[config.mk]
export PLATFORM = sky130hd
export DESIGN_NAME = nb_recurrence_engine
export DESIGN_NICKNAME = d
export VERILOG_FILES = /design/src/rtl/nb_rec_pkg.sv /design/src/rtl/nb_rec_step.sv /design/src/rtl/nb_recurrence_engine.sv
export SDC_FILE = /design/constraint.sdc
export NUM_CORES = 1
export LEC_CHECK = 0
export ABC_AREA = 1
export ABC_CLOCK_PERIOD_IN_PS = 7900
export BUFFER_PORTS_ARGS = -buffer_cell sky130_fd_sc_hd__clkbuf_2
export CAP_MARGIN = 20
export CORE_ASPECT_RATIO = 0.6
export CORE_MARGIN = 10
export CORE_UTILIZATION = 30
export CTS_BUF_LIST = sky130_fd_sc_hd__clkbuf_8
export DETAILED_ROUTE_END_ITERATION = 7
export GPL_TIMING_DRIVEN = 0
export SLEW_MARGIN = 30
export SYNTH_ARGS = -nofsm -noshare
export SYNTH_HDL_FRONTEND = slang
export SYNTH_SLANG_ARGS = --single-unit
[constraint.sdc]
create_clock -name clk -period 7.9 [get_ports clk]
set_input_delay 1.58 -clock clk [delete_from_list [all_inputs] [get_ports clk]]
set_output_delay 1.58 -clock clk [all_outputs]
set_load 0.02 [all_outputs]
[src/rtl/nb_rec_pkg.sv]
// Shared types and constants for the recurrence engine.
package nb_rec_pkg;

  typedef enum logic [1:0] {
    IDLE = 2'd0,
    RUN  = 2'd1,
    DONE = 2'd2
  } state_t;

  localparam logic MODE_NB  = 1'b0;  // simultaneous update
  localparam logic MODE_BLK = 1'b1;  // chained update

  localparam int unsigned K_SUB_DEF = 3;
  localparam int unsigned K_ADD_DEF = 10;

endpackage

[src/rtl/nb_rec_step.sv]
// One iteration of a <- b + c, d <- a - K_SUB, b <- d + K_ADD.
// Chained mode feeds each result into the next term (three adders in series).
module nb_rec_step
  import nb_rec_pkg::*;
#(
  parameter int          WIDTH = 32,
  parameter int unsigned K_SUB = K_SUB_DEF,
  parameter int unsigned K_ADD = K_ADD_DEF
) (
  input  logic [WIDTH-1:0] a,
  input  logic [WIDTH-1:0] b,
  input  logic [WIDTH-1:0] c,
  input  logic [WIDTH-1:0] d,
  input  logic             mode,
  output logic [WIDTH-1:0] a_nx,
  output logic [WIDTH-1:0] b_nx,
  output logic [WIDTH-1:0] d_nx
);

  // Constants zero-extended (or truncated) to the datapath width.
  localparam logic [WIDTH-1:0] KSUB_W = WIDTH'(K_SUB);
  localparam logic [WIDTH-1:0] KADD_W = WIDTH'(K_ADD);

  // Next values; wraparound is the natural modulo-2^WIDTH truncation.
  always_comb begin
    a_nx = b + c;
    if (mode == MODE_BLK) begin
      d_nx = a_nx - KSUB_W;
      b_nx = d_nx + KADD_W;
    end else begin
      d_nx = a - KSUB_W;
      b_nx = d + KADD_W;
    end
  end

endmodule

[src/rtl/nb_recurrence_engine.sv]
// Iterates the coupled recurrence a programmable number of times.
// FSM IDLE -> RUN -> DONE; registers double as the outputs.
module nb_recurrence_engine
  import nb_rec_pkg::*;
#(
  parameter int          WIDTH = 32,
  parameter int          CNT_W = 8,
  parameter int unsigned K_SUB = K_SUB_DEF,
  parameter int unsigned K_ADD = K_ADD_DEF
) (
  input  logic             clk,
  input  logic             rst_n,
  input  logic             start,
  input  logic             mode,
  input  logic [CNT_W-1:0] iters,
  input  logic [WIDTH-1:0] a_in,
  input  logic [WIDTH-1:0] b_in,
  input  logic [WIDTH-1:0] c_in,
  input  logic [WIDTH-1:0] d_in,
  input  logic             stall,
  output logic             busy,
  output logic             done,
  output logic [WIDTH-1:0] a_out,
  output logic [WIDTH-1:0] b_out,
  output logic [WIDTH-1:0] c_out,
  output logic [WIDTH-1:0] d_out
);

  state_t           state, state_nx;
  logic [CNT_W-1:0] cnt;
  logic             mode_q;
  logic [WIDTH-1:0] a, b, c, d;
  logic [WIDTH-1:0] a_nx, b_nx, d_nx;
  logic             accept, step;

  nb_rec_step #(
    .WIDTH(WIDTH),
    .K_SUB(K_SUB),
    .K_ADD(K_ADD)
  ) u_step (
    .a   (a),
    .b   (b),
    .c   (c),
    .d   (d),
    .mode(mode_q),
    .a_nx(a_nx),
    .b_nx(b_nx),
    .d_nx(d_nx)
  );

  // Next state and strobes; start only matters in IDLE.
  always_comb begin
    state_nx = state;
    accept   = 1'b0;
    step     = 1'b0;
    case (state)
      IDLE: begin
        if (start) begin
          accept   = 1'b1;
          state_nx = (iters == '0) ? DONE : RUN;
        end
      end
      RUN: begin
        if (!stall) begin
          step = 1'b1;
          if (cnt == CNT_W'(1)) state_nx = DONE;
        end
      end
      DONE:    state_nx = IDLE;
      default: state_nx = IDLE;
    endcase
  end

  // State register.
  always_ff @(posedge clk or negedge rst_n) begin
    if (!rst_n) state <= IDLE;
    else        state <= state_nx;
  end

  // Working registers, counter and latched mode.
  always_ff @(posedge clk or negedge rst_n) begin
    if (!rst_n) begin
      a      <= '0;
      b      <= '0;
      c      <= '0;
      d      <= '0;
      cnt    <= '0;
      mode_q <= MODE_NB;
    end else if (accept) begin
      a      <= a_in;
      b      <= b_in;
      c      <= c_in;
      d      <= d_in;
      cnt    <= iters;
      mode_q <= mode;
    end else if (step) begin
      a   <= a_nx;
      b   <= b_nx;
      d   <= d_nx;
      cnt <= cnt - CNT_W'(1);
    end
  end

  assign busy  = (state == RUN);
  assign done  = (state == DONE);
  assign a_out = a;
  assign b_out = b;
  assign c_out = c;
  assign d_out = d;

endmodule
== After elaboration in Yosys (flattened, before gate mapping) ==
Cells that the tools add are included.
Word-level totals
  memory bits (writable): 0
  latch bits: 0
  input port bits: 141
  memories: 0
  output and inout bits: 130
  register bits after elaboration: 139
  word-level logic and storage cells: 42
  memory bits (read-only): 0
Cells by class
  $mul: 0
  $lt $le $gt $ge: 0
  equality and inequality tests: 6
  multiplexer cells: 19
  divide/modulo/power cells: 0
  add/sub/neg operators: 6
  shift-type cells: 0
  bitwise gates (word level): 0
  reduce and logical (&&, ||, !) cells: 4
Operators with widths (number)
  two-way mux 32 bit: 8
  adder 32 x 4 -> 32 bit, second input constant: 2
  subtractor 32 x 2 -> 32 bit, second input constant: 2
  adder 32 bit: 1
  two-way mux 8 bit: 2
  equality test 8 x 1 -> 1 bit, second input constant: 1
  logical NOT 8 bit: 1
  two-way mux 2 bit: 4
  subtractor 8 x 1 -> 8 bit, second input constant: 1
  two-way mux 1 bit: 4
  != test 2 bit, second input constant: 2
  one-hot mux 2 bit (2 select lines): 1
  AND reduction 3 bit: 1
  equality test 2 x 1 -> 1 bit, second input constant: 1
  equality test 2 bit, second input constant: 1
  logical NOT 2 bit: 1
  != test 2 x 1 -> 1 bit, second input constant: 1
  nonzero test 2 bit: 1

== Logic depth before layout (Yosys ltp) ==
  depth after elaboration: 6
  gate-level depth with buffers: 28
  depth with buffers taken out: 27

== By module ==
From an unflattened synthesis, not the netlist that was laid out.
Second synthesis, totals
  cells, all modules: 2200
  area total of the unflattened synthesis: 12852.3 µm²
Modules (own cells, without submodules)
  nb_recurrence_engine: instances 1, cells an instance 966, area each 6787.8 µm², seq. area each 3478.3 µm²
  nb_rec_step: instances 1, cells an instance 1234, area each 6064.6 µm², seq. area each 0.0 µm²

== Worst setup path before layout ==
Ideal clock, no wire load.
  path kind: reg2reg
  start point: register b[0] (netlist: b_out[0])
  end point: register b[23] (netlist: b_out[23])
  path buffers: 0
  period minus slack after synthesis: 3346 ps
  data arrival time: 3214 ps
  library setup time: 132 ps
  required time: 7768 ps
  path slack: 4554 ps
  stages on the path, launching flop included: 20
  cell sequence: dfrtp_1 -> ha_1 -> fa_1 -> ha_1 -> nor2_1 -> o21ai_1 -> nand2_1 -> ha_1 -> inv_1 -> nand3_1 -> nand2_1 -> nor2_2 -> nand2_1 -> nor2_4 -> nand4_4 -> nor2_4 -> nand3_4 -> nor2_8 -> xor2_1 -> o21bai_1
On the way
  word-level cells in the longest chain between the ends: 6
RTL lines
  from (decl): line nb_recurrence_engine.sv:32  | logic [WIDTH-1:0] a, b, c, d;
  from (signal assigned): line nb_recurrence_engine.sv:91  | b <= b_in;
  from (signal assigned): line nb_recurrence_engine.sv:98  | b <= b_nx;
  adder 32 bit: line nb_rec_step.sv:26  | a_nx = b + c;
  subtractor 32 x 2 -> 32 bit: line nb_rec_step.sv:28  | d_nx = a_nx - KSUB_W;
  adder 32 x 4 -> 32 bit: line nb_rec_step.sv:29  | b_nx = d_nx + KADD_W;
  two-way mux 32 bit: line nb_rec_step.sv:27  | if (mode == MODE_BLK) begin
  two-way mux 32 bit: line nb_recurrence_engine.sv:96  | end else if (step) begin
  two-way mux 32 bit: line nb_recurrence_engine.sv:89  | end else if (accept) begin
No other way between the ends. The select of a mux whose other input is x is not followed.
A chain may end at the register's enable or synchronous reset.

== Worst setup path in the final report ==
  start point: register b[0] (netlist: b_out[0])
  end point: register b[28] (netlist: b_out[28])
The elaborated chain is that of the path after synthesis.

==> results.sh <==
export IMPL_outcome="completed"
export IMPL_cp_end_kind="flip-flop"
export IMPL_ctsResizeCount=0
export IMPL_antenna_found_initial=3
export IMPL_grt_pass1_wl_um=82400
export IMPL_cp_common_cell="nand3_1"
export IMPL_cts_tree="yes"
export IMPL_fin_crit_ns=4.24
export IMPL_relSlewSlack=0.290
export IMPL_crit_path_start_kind="flip-flop"
export IMPL_cp_slowest_stage_delay_ns=0.52
export IMPL_seq_area_mm2=0.00348
export IMPL_critPathTopFamily="simple AND/OR/NAND/NOR gates"
export IMPL_ys_types=54
export IMPL_setup_viol=0
export IMPL_cts_sinks=139
export IMPL_period_share=0.536
export IMPL_cp_max_fo=5
export IMPL_start_util=0.307
export IMPL_crit_slowest_cell="fa_1"
export IMPL_grt_start_max_net_pins=73
export IMPL_drcViolationCount=0
export IMPL_skew_ns=0.0168
export IMPL_synth_simple_area_share=0.437
export IMPL_rows=55
export IMPL_ant_nets=0
export IMPL_die_y_um=173
export IMPL_synth_area_mm2=0.0117
export IMPL_core_area_mm2=0.0381
export IMPL_synth_area_per_cell_um2=6.42
export IMPL_grt_pass1_vias=13000
export IMPL_dieArea_mm2=0.0476
export IMPL_tns_ns=0
export IMPL_via_per_inst=5.09
export IMPL_rsz0062_at_grt="false"
export IMPL_track_usage=0.231
export IMPL_clockBufferDepth=2
export IMPL_synth_seq_area_share=0.297
export IMPL_synth_top_family_by_area="simple AND/OR/NAND/NOR gates"
export IMPL_dp_hpwl_um=46300
export IMPL_syn_nets=2003
export IMPL_multi_input_area_mm2=0.00717
export IMPL_drt_initial_drc_count=1500
export IMPL_drv_cap=0
export IMPL_synth_xor_area_frac=0.0157
export IMPL_io_pins=271
export IMPL_max_freq_mhz=236
export IMPL_place_gp_congestion=0.945
export IMPL_clock_tree_root_cell="clkbuf_8"
export IMPL_drv_slew=0
export IMPL_synth_mux_area_frac=0
export IMPL_clkLatencyLatePin_ns=0.52
export IMPL_worstPathRequired_ns=8.29
export IMPL_nets=2293
export IMPL_post_cts_repair_setup_buffers=0
export IMPL_synth_seq_cells=139
export IMPL_ctsHoldBuffers=0
export IMPL_wl_per_cell_um=21.2
export IMPL_synthAdderAreaFrac=0.0401
export IMPL_cp_cell_sequence="ha_1, fa_1, inv_1, nand2_1, a21oi_1, nand3_1, nor2_2, nand2_1, nor2_1, nand3_1, nor2_1, nand3_1, nor2_2, nand3_1, nand3_1, nand2_2, nor2_2, nand2_1, nor2_2, nand3_1, nand3_1, nand3_1"
export IMPL_syn_inst=1825
export IMPL_synth_compound_area_share=0.119
export IMPL_min_path_type="reg2reg"
export IMPL_cts_buffers=17
export IMPL_synth_warning_count=0
export IMPL_fp_dieW_um=275
export IMPL_vias=13500
export IMPL_path_buf_inv=1
export IMPL_finalHoldViolations=0
export IMPL_grt_ovfl_total=0
export IMPL_path_clk_slew_ns=0.09
export IMPL_cts_max_level=4
export IMPL_syn2layout_area_growth_pct=21.0
export IMPL_drive_gt1_frac=0.215
export IMPL_worstPathArrival_ns=4.63
export IMPL_critPathKind="reg2reg"
export IMPL_tightest_slew_ns=1.06
export IMPL_fillers=4214
export IMPL_wl_um=56000
export IMPL_dr_pass1_iters=5
export IMPL_io_buffers=270
metrics by stage:
| step | utilization | cells | instance area [um2] | hold WS, ns | setup slack [ns] |
|---|---|---|---|---|---|
| after CTS | 0.372 | 2641 | 14200 | 0.532 | 3.72 |
| after global placement | 0.360 | 2608 | 13700 | 0.497 | 2.48 |
| after detailed placement | 0.361 | 2609 | 13800 | 0.510 | 3.73 |
| after global routing | 0.372 | 2641 | 14200 | 0.549 | 3.28 |
| final | 0.372 | 2644 | 14200 | 0.531 | 3.66 |
| after floorplan | - | 1825 | 11700 | 0.493 | 4.55 |
state kept, by name, summed over array words and instances (netlist names):
| register | flops |
|---|---|
| a_out | 32 |
| b_out | 32 |
| c_out | 32 |
| d_out | 32 |
| cnt | 8 |
| state | 2 |
| mode_q | 1 |
final cells by class:
class	count	share of cell area
timing repair buffer	271	0.0978
multi-input combinational	1403	0.506
clock inverter	14	0.0121
inverter	230	0.0609
antenna	3	0.000529
buffer	53	0.0150
tap	513	0.0453
clock buffer	18	0.0175
sequential	139	0.245
cell usage in the layout, fill, tap and decap left out, types with 4 or more instances in the layout:
| master | synthesis | final |
|---|---|---|
| a21oi_1 | 40 | 40 |
| a22o_1 | 7 | 7 |
| a31oi_1 | 8 | 8 |
| buf_1 | 10 | 9 |
| buf_2 | 4 | 5 |
| clkbuf_1 | 38 | 35 |
| clkbuf_2 | 0 | 272 |
| clkbuf_8 | 0 | 19 |
| clkinv_1 | 5 | 5 |
| clkinv_4 | 0 | 4 |
| dfrtp_1 | 139 | 139 |
| ha_1 | 36 | 36 |
| inv_1 | 198 | 199 |
| inv_2 | 27 | 27 |
| nand2_1 | 670 | 670 |
| nand2_2 | 45 | 45 |
| nand2_4 | 8 | 8 |
| nand3_1 | 162 | 162 |
| nand3_2 | 14 | 14 |
| nand3_4 | 5 | 5 |
| nand4_1 | 24 | 24 |
| nor2_1 | 137 | 137 |
| nor2_2 | 21 | 21 |
| nor2_4 | 8 | 8 |
| nor2_8 | 5 | 5 |
| nor3_1 | 13 | 13 |
| nor4_1 | 7 | 7 |
| o211ai_1 | 49 | 49 |
| o21ai_0 | 54 | 54 |
| o21ai_1 | 5 | 5 |
| o21bai_1 | 6 | 6 |
| o221ai_1 | 18 | 18 |
| o311ai_0 | 5 | 5 |
| o31ai_1 | 5 | 5 |
| or2_2 | 4 | 4 |
| xor2_1 | 18 | 18 |
routing by layer:
layer | share of wire | vias to the layer above | track usage
li1 | - | 6492 | -
met1 | 0.46 | 6294 | 0.322
met2 | 0.42 | 634 | 0.342
met3 | 0.10 | 43 | 0.0676
met4 | 0.016 | 0 | 0.0533
met5 | 0 | - | 0
worst min-delay path: stages, from the launching register on:
cell	delay [ns]
dfrtp_1	0.38
nand2_1	0.06
nand2_1	0.06
final timing paths:
path                                 startpoint               endpoint  slack (ns)  cells after the start
setup / recovery           b_out[0]$_DFFE_PN0P_  b_out[28]$_DFFE_PN0P_        3.66                     22
hold / removal             c_out[0]$_DFFE_PN0P_   c_out[0]$_DFFE_PN0P_        0.53                      2
setup reg to reg           b_out[0]$_DFFE_PN0P_  b_out[28]$_DFFE_PN0P_        3.66                     22
hold reg to reg            c_out[0]$_DFFE_PN0P_   c_out[0]$_DFFE_PN0P_        0.53                      2
max in group asynchronous                 rst_n  c_out[31]$_DFFE_PN0P_        5.97                      2
min in group asynchronous                 rst_n  c_out[25]$_DFFE_PN0P_        1.08                      1
cells by family after synthesis:
kind of cell / Yosys count
AND/OR/NAND/NOR: 1131
XOR/XNOR: 21
AO/OA/AOI/OAI: 214
adder cells (fa/ha/maj): 37
buffers and inverters: 283
flip-flops: 139
cells in the mapped netlist, drive strengths merged:
library cell	number	area, um2
clkinv	5	18.8
nand3	181	1040
o21ai	60	304
xor2	18	158
inv	225	845
a21o	1	7.51
o311ai	5	43.8
nand4	25	171
nand2b	1	6.26
xnor2	3	26.3
o21bai	6	45.0
and3	1	6.26
o211ai	49	368
a21oi	43	226
a22o	7	61.3
a31o	2	17.5
nor4	7	43.8
o22ai	1	6.26
fa	1	20.0
buf	15	65.1
nand3b	2	15.0
a22oi	2	15.0
a21boi	3	22.5
o221ai	18	158
nor2	171	836
nand2	723	2890
a31oi	8	50.1
a221o	1	10.0
o211a	1	10.0
a32oi	1	8.76
o31ai	5	37.5
or2	5	31.3
nor3	15	85.1
dfrtp	139	3480
o21a	1	7.51
ha	36	450
clkbuf	38	143
Power is left out: the tool's default activity adds up to more than one toggle a clock period on the data nets, which glitch-free logic cannot reach.
